==> src/rtl/btn_led_pkg.sv <==
// Shared constants and helpers for the button/LED counter block.
package btn_led_pkg;

  localparam logic [1:0] MODE_BIN    = 2'b00;
  localparam logic [1:0] MODE_ONEHOT = 2'b01;
  localparam logic [1:0] MODE_THERM  = 2'b10;
  localparam logic [1:0] MODE_RAW    = 2'b11;

  // Smallest width that can hold DEBOUNCE_CNT-1 (never less than one bit).
  function automatic int run_cnt_w(input int debounce_cnt);
    int w;
    w = 1;
    while ((1 << w) < debounce_cnt) w++;
    return w;
  endfunction

endpackage

==> src/rtl/btn_led_ctrl_debounce.sv <==
// Two-flop synchroniser followed by a run-length debouncer for one raw button.
module btn_debounce
  import btn_led_pkg::*;
#(
  parameter int DEBOUNCE_CNT = 16
) (
  input  logic clk,
  input  logic rst_n,
  input  logic btn_i,
  output logic db_o
);

  localparam int              RW      = run_cnt_w(DEBOUNCE_CNT);
  localparam logic [RW-1:0]   RUN_MAX = RW'(DEBOUNCE_CNT - 1);

  logic          sync1_q, sync2_q;
  logic          stable_q, stable_d;
  logic [RW-1:0] run_q, run_d;

  // Any sample matching the stable level restarts the run from zero.
  always_comb begin
    stable_d = stable_q;
    run_d    = '0;
    if (sync2_q != stable_q) begin
      if (run_q == RUN_MAX) begin
        stable_d = sync2_q;
      end else begin
        run_d = run_q + RW'(1);
      end
    end
  end

  always_ff @(posedge clk) begin
    if (!rst_n) begin
      sync1_q  <= 1'b0;
      sync2_q  <= 1'b0;
      stable_q <= 1'b0;
      run_q    <= '0;
    end else begin
      sync1_q  <= btn_i;
      sync2_q  <= sync1_q;
      stable_q <= stable_d;
      run_q    <= run_d;
    end
  end

  assign db_o = stable_q;

endmodule

==> src/rtl/btn_led_ctrl.sv <==
// Debounced two-button up/down counter with a selectable LED display pattern.
module btn_led_ctrl
  import btn_led_pkg::*;
#(
  parameter int NUM_LED      = 4,
  parameter int DEBOUNCE_CNT = 16
) (
  input  logic               clk,
  input  logic               rst_n,
  input  logic               btn_0,
  input  logic               btn_1,
  input  logic [1:0]         mode,
  output logic [NUM_LED-1:0] led,
  output logic               btn_0_db,
  output logic               btn_1_db,
  output logic [NUM_LED-1:0] cnt
);

  logic               prev0_q, prev1_q;
  logic               inc_p, dec_p;
  logic [NUM_LED-1:0] cnt_q, cnt_d;
  logic [NUM_LED-1:0] led_q, led_d;
  logic [NUM_LED-1:0] onehot, therm;

  btn_debounce #(.DEBOUNCE_CNT(DEBOUNCE_CNT)) u_db0 (
    .clk   (clk),
    .rst_n (rst_n),
    .btn_i (btn_0),
    .db_o  (btn_0_db)
  );

  btn_debounce #(.DEBOUNCE_CNT(DEBOUNCE_CNT)) u_db1 (
    .clk   (clk),
    .rst_n (rst_n),
    .btn_i (btn_1),
    .db_o  (btn_1_db)
  );

  // Only rising edges count, so releases never move the counter.
  assign inc_p = btn_0_db & ~prev0_q;
  assign dec_p = btn_1_db & ~prev1_q;

  always_comb begin
    case ({inc_p, dec_p})
      2'b10:   cnt_d = cnt_q + NUM_LED'(1);
      2'b01:   cnt_d = cnt_q - NUM_LED'(1);
      default: cnt_d = cnt_q;
    endcase
  end

  always_comb begin
    onehot = '0;
    therm  = '0;
    for (int i = 0; i < NUM_LED; i++) begin
      onehot[i] = ((int'(cnt_q) % NUM_LED) == i);
      therm[i]  = (int'(cnt_q) > i);
    end
  end

  always_comb begin
    led_d = '0;
    case (mode)
      MODE_BIN:    led_d = cnt_q;
      MODE_ONEHOT: led_d = onehot;
      MODE_THERM:  led_d = therm;
      default: begin
        led_d[0] = btn_0_db;
        led_d[1] = btn_1_db;
      end
    endcase
  end

  always_ff @(posedge clk) begin
    if (!rst_n) begin
      prev0_q <= 1'b0;
      prev1_q <= 1'b0;
      cnt_q   <= '0;
      led_q   <= '0;
    end else begin
      prev0_q <= btn_0_db;
      prev1_q <= btn_1_db;
      cnt_q   <= cnt_d;
      led_q   <= led_d;
    end
  end

  assign cnt = cnt_q;
  assign led = led_q;

endmodule

==> config.mk <==
export PLATFORM = sky130hd
export DESIGN_NAME = btn_led_ctrl
export DESIGN_NICKNAME = d
export VERILOG_FILES = /design/src/rtl/btn_led_pkg.sv /design/src/rtl/btn_led_ctrl_debounce.sv /design/src/rtl/btn_led_ctrl.sv
export SDC_FILE = /design/constraint.sdc
export NUM_CORES = 1
export LEC_CHECK = 0
export CORE_MARGIN = 5
export CORE_UTILIZATION = 40
export DETAILED_ROUTE_END_ITERATION = 8
export PLACE_DENSITY = 0.62
export SYNTH_ARGS = -nofsm -noshare
export SYNTH_HDL_FRONTEND = slang
export SYNTH_SLANG_ARGS = --single-unit
==> constraint.sdc <==
create_clock -name clk -period 4.9 [get_ports clk]
set_clock_uncertainty 0.05 [all_clocks]
set_input_delay 0.98 -clock clk [delete_from_list [all_inputs] [get_ports clk]]
set_output_delay 0.98 -clock clk [all_outputs]
set_load 0.02 [all_outputs]
======== Yosys cells after proc, flatten, opt, wreduce, memory -nomap -nowiden ========
Cells that the tools add are included.
operators by class
  add/subtract/negate cells ............... 4
  order comparisons ....................... 4
  eq/ne operators ......................... 11
  multiplexer cells ....................... 3
  bitwise gates (word level) .............. 7
  reductions and logical operators ........ 7
operators with widths
  kind                                                 count
  zero test 32 bit                                     1
  adder 4 x 1 -> 4 bit, second input constant          3
  one-hot mux 2 bit (3 select lines)                   2
  equality test 2 bit, second input constant           4
  equality test 4 bit, second input constant           2
  > comparator 4 x 1 -> 1 bit, second input constant   2
  > comparator 4 x 2 -> 1 bit, second input constant   2
  one-hot mux 4 bit (2 select lines)                   1
  equality test 2 x 1 -> 1 bit, second input constant  3
  OR reduction 3 bit                                   2
  NOT 1 bit                                            5
  AND reduction 2 bit                                  2
  subtractor 4 x 1 -> 4 bit, second input constant     1
  bitwise AND 1 bit                                    2
  zero test 2 bit                                      1
  inequality test 1 bit                                2
  nonzero test 2 bit                                   1
storage, ports and cells
  bits in registers ....................... 24
  bits of input ports ..................... 6
  output and inout port bits .............. 10

======== Logic depth before layout (Yosys ltp) ========
Gate-level depths: netlist of run 1.
  word-level depth ........................ 4
  gate-level depth with buffers ........... 5
  gate-level depth less buffers ........... 5

======== Modules after synthesis ========
From an unflattened synthesis of run 1, not the netlist that was laid out.
unflattened totals
  cells, all modules ...................... 106
  area total of the unflattened synthesis .. 1046.0 µm²
by module, submodules not included
  module        instances  cells each  area each (µm²)  seq. area each (µm²)
  btn_led_ctrl  1          60          555.5            200.2
  btn_debounce  2          23          245.2            140.1

======== Worst setup path after synthesis of run 1 ========
No wires, ideal clock.
  path kind ............................... input-to-reg
  start ................................... in mode[0]
  end ..................................... reg led_q[0], in the netlist led[0]
  library setup time ...................... 0.145 ns
  arrival time ............................ 1.668 ns
  required time ........................... 4.705 ns
  setup slack ............................. 3.037 ns
  cell stages on the path ................. 4
  buffers on the path ..................... 1
  cell sequence ........................... buf_2 > mux2_2 > o221ai_1 > a41oi_1
on the way
  cells in the longest elaborated chain, start to end .. 2
ends and longest elaborated chain
  what                                         RTL line            text
  start: declaration                           btn_led_ctrl.sv:12  input logic [1:0] mode,
  equality test 2 bit (tied with other cells)  btn_led_ctrl.sv:62  case (mode)
  one-hot mux 2 bit (3 select lines) (*)       btn_led_ctrl.sv:62
  end signal: assignment                       btn_led_ctrl.sv:83  led_q <= led_d;
  end: declaration                             btn_led_ctrl.sv:22  logic [NUM_LED-1:0] led_q, led_d;
Every way passes the cells marked *; elsewhere a longest branch is shown, timed or not.
A chain may end at the register's enable or synchronous reset.

======== Worst setup path in the final report of run 1 ========
  start ................................... reg cnt_q[2], in the netlist cnt[2]
  end ..................................... out cnt[2]
RTL lines
  what                      RTL line            text
  start: declaration        btn_led_ctrl.sv:21  logic [NUM_LED-1:0] cnt_q, cnt_d;
  start signal: assignment  btn_led_ctrl.sv:82  cnt_q <= cnt_d;
  end: declaration          btn_led_ctrl.sv:16  output logic [NUM_LED-1:0] cnt
No word-level cell between the ends.

==> out/metrics.csv, run 1 <==
stage,metric,value,unit
place,place_area,1230,µm²
timing,report.final.slew_viol_count,0,
logic_synthesis,synth-edff-count,0,
final_layout,fin_area,1280,µm²
timing,tns,0,ns
routing,drc_errors,0,
clock_network,hold_buffers,0,
global_route,antenna_found_initial,0,
power,netSwitchingFraction,19.0,%
logic_synthesis,synth-seq-cells,24,
min_path,hold_class,flip-flop to flip-flop,
logic_synthesis,ys_seq_area_share,45.4,%
global_route,grt.total_usage,11.1,%
critical_path,worstSetupPathType,flip-flop to output port,
power,internal_power,289,µW
routing,wirelength,1.91,mm
clock_network,clock-sinks,24,
logic_synthesis,synth_cell_type_count,31,
logic_synthesis,synth_ff_type,dfxtp_1,
min_path,holdPathStages,1,
routing,first_pass_iters,4,
power,combinationalPowerShare,4.7,%
global_route,grt_pass1_vias,701,
die,die_w,61.4,µm
logic_synthesis,yosys_warnings,0,
routing,drt_iter0_drc,35,
critical_path,critPathBufInv,1,
power,vdd_drop_max,157,µV
critical_path,cp_slowest_cell,clkdlybuf4s50_1,
final_layout,fillers,243,
die,core-area,2500,µm²
die,die_h,61.4,µm
timing,fin_crit_sh,51.8,%
routing,ant_nets,0,
place,gp_congestion,0.721,
final_layout,drive_gt1_share,5.65,%
final_layout,layout.cells.most_common,dfxtp_1,
logic_synthesis,async_flop_share,0,%
logic_synthesis,synthTopCellsByArea,"dfxtp_1, ha_1, xor2_1",
clock_network,path_clk_slew,0.13,ns
global_route,grt_max_degree,16,
critical_path,worstSetupStartpointType,flip-flop,
timing,fmax,394,MHz
critical_path,arrival,1.51,ns
final_layout,final_cell_mix,"dfxtp_1, clkdlybuf4s50_1, nor2_1, xor2_1, ha_1",
clock_network,htreeDepth,1,
logic_synthesis,synth_cells,108,
power,p_leak,0.000536,µW
global_route,grt_pass1_wl,3.03,mm
critical_path,slowest_delay,0.67,ns
clock_network,insertion_delay,0.31,ns
final_layout,insertedDiodeCount,0,
clock_network,cts_buffers,3,
place,dp.cells,150,
timing,setup_violations,0,
clock_network,cts_setup_buffers,0,
critical_path,rr_worst_depth,5,
critical_path,crit_chain,clkdlybuf4s50_1,
clock_network,postCtsResizedCells,0,
logic_synthesis,synth_area,1060,µm²
global_route,grt-ovfl-total,0,
timing,slew_headroom,71.6,%
routing,num_vias,779,
die,fp-row-count,18,
power,power_frac_seq,55.8,%
final_layout,multi_input_area,542,µm²
final_layout,layoutNonFillerInstCount,154,
power,p_sw,67.9,µW
power,clockPowerShare,39.5,%
logic_synthesis,avgSynthCellArea,9.79,µm²
critical_path,worst_ep_required_time,3.87,ns
logic_synthesis,syn_nets,122,
timing,period_minus_slack,2.54,ns
die,die_area,3770,µm²
logic_synthesis,synth_top_cell_area_share,45.4,%
status,run_status,completed,
routing,routed_via_density,5.06,
final_layout,layout.nets,139,
critical_path,worst-path-stages,1,
final_layout,syn_to_final_growth,21.5,%
critical_path,crit_path_end_kind,output port,
critical_path,cp_max_fo,9,
die,ios,16,
timing,rsz0062_at_grt,no,
clock_network,cts_tree,yes,
timing,whs,0.402,ns
routing,wl_per_cell,12.4,µm
final_layout,fin_util,51.4,%
timing,worst_pin_slew,0.424,ns
logic_synthesis,yosysTopAreaCell,dfxtp_1,
place,hpwl,1.36,mm
clock_network,cts_max_path_buffers,2,
power,power_density,278,nW/µm²
critical_path,cpLargestDelayFamily,buffers and inverters,
flow_run,maxCapViolations,0,
final_layout,regArea,480,µm²
place,portBuffers,15,
die,initial_core_util,42.3,%
timing,hold_viol_final,0,
clock_network,clockRootBuffer,clkbuf_4,
==> synthesized netlist by cell type (2+ instances only) <==
cell type,count
mux2i_1,5
nand2_1,2
inv_1,6
and2_1,6
xor2_1,8
nand2b_1,2
a21oi_1,3
dfxtp_1,24
nor2_1,13
clkbuf_1,2
nand3_1,6
ha_1,8
and3_1,2
o21ai_0,2
nor2b_1,3
==> power groups by stage <==
stage | clock [µW] | combinational (µW) | sequential [µW]
6_report | 141 | 16.8 | 199
5_1_grt | 154 | 18.5 | 200
4_1_cts | 145 | 16.9 | 199
3_5_place_dp | 0 | 16.9 | 204
3_3_place_gp | 0 | 16.6 | 203
2_1_floorplan | 0 | 8.77 | 204
==> metrics by stage <==
stage	worst slack (ns)	power, µW
floorplan	3.04	213
global placement	2.53	220
detailed placement	2.49	220
CTS	2.36	361
global route	2.28	372
finish	2.36	357
==> per-layer routing <==
metal,vias up,track usage [%],wire length [µm]
li1,403,-,-
met1,362,13.8,921
met2,12,17.7,867
met3,2,3.14,96
met4,0,5.45,24
met5,-,0,0
==> path summary, 6_finish.rpt <==
check | start | endpoint | slack, ns
worst max register to register | u_db1.db_o$_SDFFE_PN0P_ | cnt[3]$_SDFFE_PN0P_ | 3.11
worst max-delay path | cnt[2]$_SDFFE_PN0P_ | cnt[2] | 2.36
worst min-delay path | u_db1.sync1_q$_SDFF_PN0_ | u_db1.sync2_q$_SDFF_PN0_ | 0.40
worst min register to register | u_db1.sync1_q$_SDFF_PN0_ | u_db1.sync2_q$_SDFF_PN0_ | 0.40
==> sequential cells by signal, summed over array words and instances, names as in the netlist <==
signal and flops:
u_db0.sync1_q 1, u_db0.sync2_q 1, prev0_q 1, u_db1.db_o 1, u_db1.sync2_q 1, u_db0.run_q 4, u_db1.sync1_q 1, led 4
cnt 4, prev1_q 1, u_db1.run_q 4, u_db0.db_o 1
==> layout make-up <==
cell class	instances	area share, %
multi-input combinational	75	42.2
timing repair buffer	15	11.7
clock buffer	3	1.75
clock inverter	1	2.34
tap	30	2.92
sequential	24	37.4
inverter	6	1.75
==> cell families (layout without fill, tap and decap cells) <==
group,after synthesis,in the layout,share of synthesized area (%)
compound gates,15,15,10.2
xor+xnor,8,8,6.63
simple gates,38,38,19.2
fa+ha+maj,8,8,9.47
flops,24,24,45.4
buf+inv,9,25,3.31
mux,6,6,5.80
Note: power is estimated with default switching activity, not from simulation.
==> run 2, diff against run 1 <==
- clock period: 4.9 -> 2.6 ns (I/O delays scaled with it)
==> results of run 2 <==
Same layout as run 1 (identical final DEF). Status: completed.
Among the figures that moved: setup slack after placement 2.49 ns -> 0.648 ns; setup slack after layout 2.36 ns -> 0.521 ns; register-to-register setup slack 3.11 ns -> 0.81 ns; total power 357 µW -> 672 µW; worst IR drop on VDD 157 µV -> 296 µV
==> run 3, diff against run 2 <==
- clock period: 2.6 -> 2 ns (I/O delays scaled with it)
==> run 3 against run 2 <==
  * Via count up 1.7%
  * Worst setup slack worse by 0.41 ns
  * Routed wire length up 0.63%
  * Non-clock buffer count up 3
  * Cell count up 1.9%
  * Total power up 30%
  * Clock power up 30%
  * Critical endpoint is now btn_0_db
  * Sequential share of layout area down 0.40 points
  * Highest routed layer unchanged
  * Largest cell class unchanged
  * Sequential power up 30%
  * Count of clock-buffer cells in the layout unchanged
==> out/metrics.csv, run 3 (synthesis results as in run 1) <==
stage,metric,value,unit,change
final_layout,layout.cells.most_common,dfxtp_1,,
power,internal_power,710,µW,
die,die_w,61.4,µm,unchanged
power,p_sw,167,µW,
critical_path,r2r-start,u_db1.db_o$_SDFFE_PN0P_,,
clock_network,cts_tree,yes,,
power,clockPowerShare,39.4,%,about the same
final_layout,syn_to_final_growth,24.1,%,
routing,ant_nets,0,,unchanged
routing,first_pass_iters,4,,unchanged
power,power_frac_seq,55.6,%,-0.2 points
clock_network,clockRootBuffer,clkbuf_4,,
min_path,hold_class,flip-flop to flip-flop,,
final_layout,layoutNonFillerInstCount,157,,+1.9%
clock_network,htreeDepth,1,,unchanged
clock_network,cts_max_path_buffers,2,,unchanged
timing,fmax,528,MHz,
timing,fin_ws,0.107,ns,
global_route,antenna_found_initial,0,,unchanged
critical_path,cpLargestDelayFamily,buffers and inverters,,
power,p_leak,0.000553,µW,+3.2%
final_layout,layout.nets,142,,+2.2%
critical_path,worstSetupStartpointType,flip-flop,,
timing,hold_viol_final,0,,unchanged
flow_run,maxCapViolations,0,,unchanged
place,hpwl,1.43,mm,+5.2%
clock_network,hold_buffers,0,,unchanged
global_route,grt_pass1_vias,784,,+12%
routing,wirelength,1.92,mm,+0.63%
final_layout,fin_util,52.5,%,+1.1 points
die,fp-row-count,18,,unchanged
clock_network,insertion_delay,0.31,ns,about the same
critical_path,arrival,1.44,ns,-0.07 ns
final_layout,drive_gt1_share,11.0,%,+5.4 points
global_route,grt.total_usage,12.1,%,+0.99 points
critical_path,cp_max_fo,6,,-3
critical_path,worstSetupPathType,flip-flop to output port,,
final_layout,insertedDiodeCount,0,,unchanged
clock_network,postCtsResizedCells,0,,unchanged
place,dp.cells,153,,+2.0%
timing,setup_violations,0,,unchanged
timing,report.final.slew_viol_count,0,,unchanged
place,gp_congestion,0.766,,
timing,worst_pin_slew,0.298,ns,-0.126 ns
routing,wl_per_cell,12.2,µm,-1.3%
power,netSwitchingFraction,19.0,%,
power,combinationalPowerShare,5.1,%,+0.4 points
die,die_area,3770,µm²,unchanged
place,dp_slack,0.171,ns,
die,core-area,2500,µm²,unchanged
routing,drt_iter0_drc,17,,-51%
critical_path,crit_start,u_db0.db_o$_SDFFE_PN0P_,,
routing,num_vias,792,,+1.7%
critical_path,critPathBufInv,1,,unchanged
power,power_density,668,nW/µm²,
clock_network,cts_buffers,3,,unchanged
critical_path,crit_chain,clkdlybuf4s50_1,,
timing,whs,0.402,ns,+0.000228 ns
routing,routed_via_density,5.04,,-0.27%
timing,tns,0,ns,unchanged
critical_path,cp_slowest_cell,clkdlybuf4s50_1,,
timing,fin_crit_sh,94.6,%,
clock_network,path_clk_slew,0.13,ns,about the same
global_route,grt_pass1_wl,3.31,mm,+9.1%
place,portBuffers,15,,unchanged
power,vdd_drop_max,419,µV,
min_path,holdCritStartpoint,u_db0.sync1_q$_SDFF_PN0_,,
timing,slew_headroom,80.0,%,+8.4 points
global_route,grt_max_degree,15,,-1
die,initial_core_util,42.3,%,unchanged
routing,drc_errors,0,,unchanged
critical_path,slowest_delay,0.66,ns,about the same
clock_network,cts_setup_buffers,0,,unchanged
critical_path,worst_ep_required_time,1.55,ns,
clock_network,clock-sinks,24,,unchanged
die,die_h,61.4,µm,unchanged
timing,period_minus_slack,1.89,ns,
die,ios,16,,unchanged
final_layout,final_cell_mix,"dfxtp_1, clkdlybuf4s50_1, nor2_1, xor2_1, ha_1",,
status,run_status,completed,,
timing,rsz0062_at_grt,no,,
critical_path,crit_path_end_kind,output port,,
global_route,grt-ovfl-total,0,,unchanged
-- run 3: cell types whose count changed in the layout (fill, tap and decap cells not counted) --
cell     previous run  this run
dfxtp_2             0         4
buf_4               0         3
dfxtp_1            24        20
-- run 3: worst paths after layout --
kind                                   end  slack (ns)  depth (start not counted)
setup / recovery                  btn_0_db        0.11                          1
hold / removal    u_db0.sync2_q$_SDFF_PN0_        0.40                          1
setup reg to reg       cnt[3]$_SDFFE_PN0P_        0.31                          5
hold reg to reg   u_db0.sync2_q$_SDFF_PN0_        0.40                          1
-- run 3: final cells by class --
type / count / area [µm²]
inverters: 6 / 22.5
clock inverters: 1 / 30.0
repair buffers: 18 / 173
fillers: 237 / 1190
multi-input cells: 75 / 542
flip-flops and latches: 24 / 485
clock buffers: 3 / 22.5
well taps: 30 / 37.5
-- run 3: metrics by stage --
step / cell area (µm²) / power [µW]
2_1_floorplan: 1060 / 522
5_1_grt: 1310 / 923
3_3_place_gp: 1250 / 543
4_1_cts: 1310 / 893
3_5_place_dp: 1250 / 543
6_report: 1310 / 877
-- run 3: power groups by stage --
stage | clock network, µW | logic (µW) | registers [µW]
after floorplan | 0 | 21.5 | 500
after global placement | 0 | 44.2 | 498
after detailed placement | 0 | 44.8 | 498
after CTS | 360 | 45.0 | 488
after global routing | 385 | 48.9 | 489
final | 345 | 44.4 | 488
-- run 3: metal layers --
layer / share of wire, % / track usage [%] / routed length (µm) / vias to the layer above
li1: - / - / - / 410
met1: 47 / 14.3 / 906 / 364
met2: 45 / 19.6 / 869 / 14
met3: 5.9 / 3.77 / 113 / 4
met4: 1.8 / 6.36 / 34 / 0
met5: 0 / 0 / 0 / -
-- run 3: worst register-to-register path, cell delays in order (launching register included) --
cell	delay (ns)
dfxtp_1	0.35
nor2b_1	0.15
ha_1	0.25
or4b_4	0.48
a21oi_2	0.16
mux2i_1	0.19
